===== src/rtl/hamming_pkg.sv =====
// Shared Hamming(7,4) definitions: bit positions, receive FSM states and the
// syndrome/correction helpers used by both encoder and decoder sides.
package hamming_pkg;

    // Index into cw[6:0]; cw[p-1] holds Hamming position p.
    localparam int P1 = 0;
    localparam int P2 = 1;
    localparam int D0 = 2;
    localparam int P4 = 3;
    localparam int D1 = 4;
    localparam int D2 = 5;
    localparam int D3 = 6;

    typedef enum logic [1:0] {
        ST_IDLE,
        ST_COLLECT,
        ST_DECODE,
        ST_PUSH
    } rx_state_e;

    typedef enum logic {
        PH_LO,
        PH_HI
    } nib_phase_e;

    function automatic logic [2:0] syndrome(input logic [6:0] cw);
        logic s0, s1, s2;
        s0 = cw[P1] ^ cw[D0] ^ cw[D1] ^ cw[D3];
        s1 = cw[P2] ^ cw[D0] ^ cw[D2] ^ cw[D3];
        s2 = cw[P4] ^ cw[D1] ^ cw[D2] ^ cw[D3];
        return {s2, s1, s0};
    endfunction

    // Nonzero syndrome names the 1-based position to flip.
    function automatic logic [6:0] correct(input logic [6:0] cw);
        logic [2:0] s;
        logic [6:0] fixed;
        s     = syndrome(cw);
        fixed = cw;
        if (s != 3'd0) begin
            fixed[s - 3'd1] = ~cw[s - 3'd1];
        end
        return fixed;
    endfunction

    function automatic logic [3:0] extract_nibble(input logic [6:0] cw);
        return {cw[D3], cw[D2], cw[D1], cw[D0]};
    endfunction

endpackage


===== src/rtl/hamming74_correct.sv =====
// Combinational single-error correction of one Hamming(7,4) codeword.
module hamming74_correct
    import hamming_pkg::*;
(
    input  logic [6:0] cw,
    output logic [3:0] nibble,
    output logic       err
);

    always_comb begin
        err    = (syndrome(cw) != 3'd0);
        nibble = extract_nibble(correct(cw));
    end

endmodule


===== src/rtl/hamming_rx_scheduler.sv =====
// Receive-side Hamming(7,4) controller: frames serial bits into codewords,
// corrects them, pairs nibbles into bytes and queues them behind valid/ready.
module hamming_rx_scheduler
    import hamming_pkg::*;
#(
    parameter int FIFO_DEPTH = 2,
    parameter int TIMEOUT    = 64,
    parameter int CNT_W      = 8
) (
    input  logic             clk,
    input  logic             rst_n,
    input  logic             ena,
    input  logic             bit_in,
    input  logic             bit_valid,
    input  logic             sync_clr,
    output logic [7:0]       m_data,
    output logic             m_valid,
    input  logic             m_ready,
    output logic [CNT_W-1:0] corr_cnt,
    output logic [CNT_W-1:0] frame_err_cnt,
    output logic             overflow
);

    localparam int PTR_W  = $clog2(FIFO_DEPTH);
    localparam int IDLE_W = $clog2(TIMEOUT + 1);

    rx_state_e                        state_q, state_d;
    nib_phase_e                       phase_q, phase_d;
    logic [2:0]                       bit_idx_q, bit_idx_d;
    logic [6:0]                       cw_q, cw_d;
    logic [3:0]                       lo_nib_q, lo_nib_d;
    logic [3:0]                       hi_nib_q, hi_nib_d;
    logic [IDLE_W-1:0]                idle_q, idle_d;
    logic [CNT_W-1:0]                 corr_cnt_q, corr_cnt_d;
    logic [CNT_W-1:0]                 frame_err_q, frame_err_d;
    logic                             overflow_q, overflow_d;
    logic [FIFO_DEPTH-1:0][7:0]       mem_q, mem_d;
    logic [PTR_W-1:0]                 wr_ptr_q, wr_ptr_d;
    logic [PTR_W-1:0]                 rd_ptr_q, rd_ptr_d;
    logic [PTR_W:0]                   count_q, count_d;

    logic       push_req;
    logic       do_push;
    logic       do_pop;
    logic       fifo_full;
    logic [3:0] dec_nib;
    logic       dec_err;

    function automatic logic [CNT_W-1:0] sat_inc(input logic [CNT_W-1:0] v);
        return (&v) ? v : v + CNT_W'(1);
    endfunction

    hamming74_correct u_correct (
        .cw     (cw_q),
        .nibble (dec_nib),
        .err    (dec_err)
    );

    // Framing / sequencing FSM. Bit intake is shared by all states so a bit
    // landing during DECODE or PUSH starts the next codeword.
    always_comb begin
        state_d     = state_q;
        phase_d     = phase_q;
        bit_idx_d   = bit_idx_q;
        cw_d        = cw_q;
        lo_nib_d    = lo_nib_q;
        hi_nib_d    = hi_nib_q;
        idle_d      = idle_q;
        corr_cnt_d  = corr_cnt_q;
        frame_err_d = frame_err_q;
        push_req    = 1'b0;

        if (sync_clr) begin
            state_d   = ST_IDLE;
            phase_d   = PH_LO;
            bit_idx_d = '0;
            idle_d    = '0;
        end else if (ena) begin
            if (bit_valid) begin
                cw_d[bit_idx_q] = bit_in;
                bit_idx_d       = (bit_idx_q == 3'd6) ? 3'd0 : bit_idx_q + 3'd1;
                idle_d          = '0;
            end

            case (state_q)
                ST_IDLE: begin
                    if (bit_valid) state_d = ST_COLLECT;
                end
                ST_COLLECT: begin
                    if (bit_valid) begin
                        if (bit_idx_q == 3'd6) state_d = ST_DECODE;
                    end else if (idle_q == IDLE_W'(TIMEOUT - 1)) begin
                        bit_idx_d   = '0;
                        idle_d      = '0;
                        state_d     = ST_IDLE;
                        frame_err_d = sat_inc(frame_err_q);
                    end else begin
                        idle_d = idle_q + IDLE_W'(1);
                    end
                end
                ST_DECODE: begin
                    if (dec_err) corr_cnt_d = sat_inc(corr_cnt_q);
                    if (phase_q == PH_LO) begin
                        lo_nib_d = dec_nib;
                        phase_d  = PH_HI;
                        state_d  = (bit_idx_d != 3'd0) ? ST_COLLECT : ST_IDLE;
                    end else begin
                        hi_nib_d = dec_nib;
                        state_d  = ST_PUSH;
                    end
                end
                ST_PUSH: begin
                    push_req = 1'b1;
                    phase_d  = PH_LO;
                    state_d  = (bit_idx_d != 3'd0) ? ST_COLLECT : ST_IDLE;
                end
                default: state_d = ST_IDLE;
            endcase
        end
    end

    // Byte FIFO; a full FIFO still accepts a push when the head leaves that cycle.
    always_comb begin
        mem_d      = mem_q;
        wr_ptr_d   = wr_ptr_q;
        rd_ptr_d   = rd_ptr_q;
        count_d    = count_q;
        overflow_d = overflow_q;

        fifo_full = (count_q == (PTR_W+1)'(FIFO_DEPTH));
        do_pop    = (count_q != '0) && m_ready;
        do_push   = push_req && (!fifo_full || do_pop);

        if (push_req && !do_push) overflow_d = 1'b1;
        if (do_push) begin
            mem_d[wr_ptr_q] = {hi_nib_q, lo_nib_q};
            wr_ptr_d        = wr_ptr_q + PTR_W'(1);
        end
        if (do_pop) rd_ptr_d = rd_ptr_q + PTR_W'(1);

        case ({do_push, do_pop})
            2'b10:   count_d = count_q + (PTR_W+1)'(1);
            2'b01:   count_d = count_q - (PTR_W+1)'(1);
            default: count_d = count_q;
        endcase
    end

    always_ff @(posedge clk) begin
        if (!rst_n) begin
            state_q     <= ST_IDLE;
            phase_q     <= PH_LO;
            bit_idx_q   <= '0;
            cw_q        <= '0;
            lo_nib_q    <= '0;
            hi_nib_q    <= '0;
            idle_q      <= '0;
            corr_cnt_q  <= '0;
            frame_err_q <= '0;
            overflow_q  <= 1'b0;
            mem_q       <= '0;
            wr_ptr_q    <= '0;
            rd_ptr_q    <= '0;
            count_q     <= '0;
        end else begin
            state_q     <= state_d;
            phase_q     <= phase_d;
            bit_idx_q   <= bit_idx_d;
            cw_q        <= cw_d;
            lo_nib_q    <= lo_nib_d;
            hi_nib_q    <= hi_nib_d;
            idle_q      <= idle_d;
            corr_cnt_q  <= corr_cnt_d;
            frame_err_q <= frame_err_d;
            overflow_q  <= overflow_d;
            mem_q       <= mem_d;
            wr_ptr_q    <= wr_ptr_d;
            rd_ptr_q    <= rd_ptr_d;
            count_q     <= count_d;
        end
    end

    assign m_valid       = (count_q != '0);
    assign m_data        = m_valid ? mem_q[rd_ptr_q] : 8'h00;
    assign corr_cnt      = corr_cnt_q;
    assign frame_err_cnt = frame_err_q;
    assign overflow      = overflow_q;

endmodule


===== config.mk =====
export PLATFORM = sky130hd
export DESIGN_NAME = hamming_rx_scheduler
export DESIGN_NICKNAME = d
export VERILOG_FILES = /design/src/rtl/hamming_pkg.sv /design/src/rtl/hamming74_correct.sv /design/src/rtl/hamming_rx_scheduler.sv
export SDC_FILE = /design/constraint.sdc
export NUM_CORES = 1
export LEC_CHECK = 0
export CELL_PAD_IN_SITES_DETAIL_PLACEMENT = 0
export CELL_PAD_IN_SITES_GLOBAL_PLACEMENT = 1
export CORE_MARGIN = 1.5
export CORE_UTILIZATION = 46
export CTS_CLUSTER_SIZE = 8
export DETAILED_ROUTE_END_ITERATION = 8
export PLACE_DENSITY_LB_ADDON = 0.1
export RECOVER_POWER = 50
export SYNTH_ARGS = -nofsm -noshare
export SYNTH_HDL_FRONTEND = slang
export SYNTH_SLANG_ARGS = --single-unit

===== constraint.sdc =====
create_clock -name clk -period 5.55 [get_ports clk]
set_input_delay 1.11 -clock clk [delete_from_list [all_inputs] [get_ports clk]]
set_output_delay 1.11 -clock clk [all_outputs]
set_load 0.1 [all_outputs]

---- Word level (Yosys, flattened, before mapping) ----
Cells that the tools add are included.
word-level totals
  output and inout port bits .............. 26
  latch bits .............................. 0
  input port bits ......................... 7
  memory bits (read-only) ................. 0
  bits in writable memories ............... 0
  memories kept ........................... 0
  word-level logic and storage cells ...... 121
  register bits ........................... 65
cells by class
  multiplexer cells ....................... 38
  $mul .................................... 0
  shift operators ......................... 0
  bitwise logic cells ..................... 16
  reduce and logical (&&, ||, !) cells .... 25
  add/subtract/negate cells ............... 9
  magnitude comparators ................... 7
  equality and inequality tests ........... 11
  div/mod/pow operators ................... 0
operators by type and width
  kind                   count
  $mux W7                5
  $mux W8                4
  $mux W3                7
  $add A8 B1 Y8 const B  2
  $bwmux W16             1
  $reduce_and A8 Y1      2
  $bwmux W7              2
  $reduce_and A4 Y1      3
  $mux W2                5
  $xor A1 B1 Y1          9
  $demux W8 S1           1
  $eq A2 B2 Y1 const B   4
  $lt A3 B4 Y1 const B   2
  $pmux W2 S4            1
  $add A7 B1 Y7 const B  1
  $eq A7 B6 Y1 const B   1
  $mux W1                7
  $not A1 Y1             7
  $demux W1 S3           2
  $ge A3 B1 Y1 const B   2
  $logic_and A1 B1 Y1    6
  $ne A3 B3 Y1 const B   2
  $reduce_and A6 Y1      1
  $reduce_bool A2 Y1     3
  21 further kinds       26

---- Logic depth before layout (Yosys ltp) ----
  depth in word-level cells ............... 10
  mapped depth ............................ 10
  gate-level depth less buffers ........... 10

---- Cells and area by module ----
From an unflattened synthesis, not the netlist that was laid out.
second synthesis, totals
  cell total of the unflattened synthesis .. 374
  area, all modules ....................... 3300.7 µm²
modules (own cells, without submodules)
  module                times used  area an instance (µm²)  cells each  seq. area each (µm²)
  hamming_rx_scheduler  1           3076.7                  346         1301.2
  hamming74_correct     1           224.0                   28          0.0

---- Worst setup path after synthesis ----
No wires, ideal clock.
  path type ............................... register -> output
  start ................................... register rd_ptr_q
  end ..................................... output m_data[0]
  required time ........................... 4.440 ns
  path slack .............................. 2.351 ns
  buffers on the path ..................... 1
  data arrival time ....................... 2.089 ns
  stages on the path, launching flop included .. 4
  cells stage by stage .................... dfxtp_1 > clkbuf_1 > mux2i_1 > nor2_1
on the way
  word-level cells in the longest chain between the ends .. 3
ends and longest elaborated chain
  item                                        RTL line                     source
  start, declared                             hamming_rx_scheduler.sv:39   logic [PTR_W-1:0] rd_ptr_q, rd_ptr_d;
  start signal, assigned                      hamming_rx_scheduler.sv:177  rd_ptr_q <= rd_ptr_d;
  $mux W8 (implied by the code) (2 in a row)  hamming_rx_scheduler.sv:183  assign m_data = m_valid ? mem_q[rd_ptr_q] : 8'h00;
  $mux W8                                     hamming_rx_scheduler.sv:183
  end, declared                               hamming_rx_scheduler.sv:16   output logic [7:0] m_data,
No other way between the ends. The select of a mux whose other input is x is not followed.

---- Worst setup path after layout ----
  start ................................... register rd_ptr_q
  end ..................................... output m_data[2]
The elaborated chain is that of the path after synthesis.

==> flow_summary.toml <==
[status]
outcome = "finished with violations"
violations = "design-rule violations"

[sta]
tightest_slew_ps = 986
setup_tns_ps = 0
relSlewSlack_pct = 34.1
rsz0062_at_grt = "false"
setup_viol = 0
final_hold_viol_count = 0
fin_skew_ps = 13.9
max_freq_mhz = 283
min_period_over_period_pct = 63.8
fin_crit_ps = 3540
drv_slew = 0

[routing]
vias_per_cell = 5.37
vias = 2490
dr.pass1.iters = 6
ant_nets = 0
drt_wl_total_mm = 6.11
drc = 3
wl_per_cell_um = 13.2
drt_iter0_markers = 62

[synthesis]
synth_cell_types = 47
ys_seq_area_share_pct = 41.6
ys_dominant_reg_cell = "dfxtp_1"
synthesis.nets = 369
synth-async-reset-ratio_pct = 0
synth_seq_cells = 65
ys_warn_count = 0
synth_edf_count = 0
netlist_instances = 355
syn_area_um2 = 3130
avgSynthCellArea_um2 = 8.81

[die]
ios = 33
dieHeight_um = 85.5
die_w_um = 85.5
die_area_um2 = 7300
num_rows = 29
fp.coreArea_um2 = 6460
start_util_pct = 48.4

[cts]
cts_root_buffer = "clkbuf_8"
htreeDepth = 3
cts_hold_buf = 0
post_cts_buffers = 0
cts_inserted_buffers = 9
post_cts_resized = 0
clkSlewWorstSetupHoldPaths_ps = 70
clk_latency_ps = 340
tritoncts = "done"
clock_tree.buffer_depth = 2
cts.sinks = 65

[final_layout]
diodes = 0
drive_above_1_share_pct = 4.65
fillers = 586
syn_to_final_growth_pct = 17.0
fin_cells = 464
postLayoutCellArea_um2 = 3660
nNetsFinal = 396

[placed_design]
portBuffers = 32
dp_hpwl_mm = 4.21
placed_area_um2 = 3480
place.gp.congestion = 0.822
dp_cells = 448

[critical_path]
slowest_stage = "clkdlybuf4s50_1"
rrSetupSlack_ps = 2900
r2r_cells = 9
cp-start-kind = "flop"
path_class = "flop to output pin"
crit_chain = "mux2i_1 > nor2_1 > clkdlybuf4s50_1"
worstSetupStartpoint = "rd_ptr_q"
r2r_end = "corr_cnt[7]"
cp_slowest_stage_delay_ps = 1140
critical_path.endpoint_type = "output pin"
crit_required_ps = 4440
r2r_start = "cw_q[4]"
cp_max_fo = 9
worst-endpoint-arrival_ps = 2430

[power_and_ir_drop]
p_leak_nw = 1.37
clockPowerShare_pct = 44.8
p_int_uw = 696
combPwrFrac_pct = 3.0
pwr_density_cell_nw_per_um2 = 245
ir_drop_mv = 0.203
power_frac_seq_pct = 52.2
switching_share_pct = 22.5
switchingPower_uw = 202

[global_route]
grt_pass1_wl_mm = 10.6
grt_usage_pct = 18.0
grt_max_degree = 51
antenna_found_initial = 0
grt_pass1_vias = 2294
grt_overflow_total = 0

[hold_path]
min-delay-start = "cw_q[0]"
hp-class = "flop to flop"
worstHoldEndpoint = "cw_q[0]"
hold_depth = 2

[job]
maxCapViolCount = 0
-- logic make-up (layout without fill, tap and decap cells) --
kind of cell,Yosys count,in the layout,synth area share (%)
muxes,33,33,10.6
buffers and inverters,21,53,2.72
adders and majority gates,7,7,2.80
DFF,65,65,41.6
AOI/OAI and AO/OA,53,53,10.9
and+or+nand+nor,153,153,25.0
xor gates and xnor gates,23,23,6.44
-- worst max-delay path, delay by kind of cell, from the launching register on --
| kind | cells | cell delay, ps |
|---|---|---|
| buffers and inverters | 1 | 1140 |
| multiplexers | 1 | 150 |
| AND/OR/NAND/NOR | 1 | 110 |
| flip-flops | 1 | 690 |
-- how the worst max path moves through the flow --
| stage | slack (ps) | endpoint | cells past startpoint |
|---|---|---|---|
| after detailed placement | 2080 | corr_cnt[7] | 6 |
| after floorplan | 2350 | m_data[0] | 3 |
| after CTS | 1970 | m_data[1] | 3 |
| final | 2010 | m_data[2] | 3 |
| after global routing | 1880 | m_data[2] | 3 |
| after global placement | 2140 | count_q[1] | 6 |
-- power by group through the flow --
stage	Clock (mW)	Combinational (mW)	Sequential [mW]
floorplan	0	0.0197	0.478
global placement	0	0.0282	0.479
detailed placement	0	0.0283	0.479
CTS	0.418	0.0284	0.468
global route	0.435	0.0306	0.468
finish	0.402	0.0272	0.468
-- layout by cell type (no fill, tap or decap), types with 2 or more instances in the layout --
| cell type | Yosys | routed |
|---|---|---|
| clkinv_2 | 0 | 2 |
| o31ai_1 | 2 | 2 |
| and4_1 | 2 | 2 |
| nand3b_1 | 7 | 7 |
| nor2_1 | 70 | 71 |
| dlygate4sd3_1 | 0 | 14 |
| or4_1 | 3 | 3 |
| ha_1 | 7 | 7 |
| clkbuf_8 | 0 | 10 |
| or3_1 | 3 | 3 |
| mux2i_1 | 33 | 33 |
| a41oi_1 | 3 | 3 |
| a21oi_1 | 16 | 16 |
| nor2b_1 | 3 | 3 |
| dfxtp_1 | 65 | 65 |
| o211ai_1 | 4 | 4 |
| nand4_1 | 6 | 6 |
| xnor2_1 | 10 | 10 |
| a211oi_1 | 7 | 7 |
| nor3_1 | 5 | 5 |
| nand2b_1 | 2 | 2 |
| nand2_1 | 21 | 22 |
| xor2_1 | 13 | 13 |
| inv_1 | 4 | 4 |
| nand3_1 | 9 | 9 |
| a311oi_1 | 2 | 2 |
| and4b_1 | 3 | 3 |
| and4bb_1 | 0 | 2 |
| nor4_1 | 4 | 4 |
| a31oi_1 | 3 | 3 |
| clkdlybuf4s50_1 | 0 | 18 |
| o21ai_0 | 10 | 11 |
| and3_1 | 6 | 6 |
-- synth_stat cells, drive strengths merged, types with 3 or more instances --
master  instances  area (um2)
ha              7        87.6
a31oi           3        18.8
o211ai          4        30.0
xnor2          10        87.6
mux2i          33         330
dfxtp          65        1300
nand3b          7        52.6
clkbuf         12        45.0
nand2          22        90.1
a21oi          16        80.1
nor4            4        25.0
and3            6        37.5
a41oi           3        26.3
inv             5        18.8
xor2           13         114
buf             4        21.3
nor2           71         274
nor2b           3        18.8
nor3            5        25.0
or3             3        18.8
a211oi          8        65.1
o21ai          11        55.1
nand3           9        45.0
or4             3        22.5
nand4           6        37.5
and4b           3        30.0
-- stage by stage --
step	hold WS, ps	util [%]	power [mW]	worst slack (ps)
after floorplan	448	-	0.498	2350
after global placement	461	53.9	0.507	2140
after detailed placement	470	53.9	0.508	2080
after CTS	480	57.0	0.915	1970
after global routing	502	56.6	0.934	1880
final	476	56.6	0.897	2010
-- final cells by class --
type	count	area [um2]	share of cell area [%]
clock buffers	10	138	3.76
clock inverters	6	65.1	1.78
inverters	5	18.8	0.513
well taps	77	96.3	2.63
repair buffers	32	320	8.76
multi-input cells	269	1720	47.0
flip-flops and latches	65	1300	35.6
-- sequential cells by signal, indices dropped and copies added, names as in the netlist, 2 cells and up --
register,cells
hi_nib_q,4
cw_q,7
state_q,2
frame_err_cnt,8
corr_cnt,8
count_q,2
mem_q,16
bit_idx_q,3
lo_nib_q,4
idle_q,7
-- per-layer routing --
| layer | global-route usage, % | routed length, um |
|---|---|---|
| met1 | 25.5 | 3260 |
| met3 | 5.84 | 199 |
| met4 | 4.84 | 48 |
| met2 | 26.3 | 2600 |
| met5 | 0 | 0 |
Power figures use the tool's default switching activity.
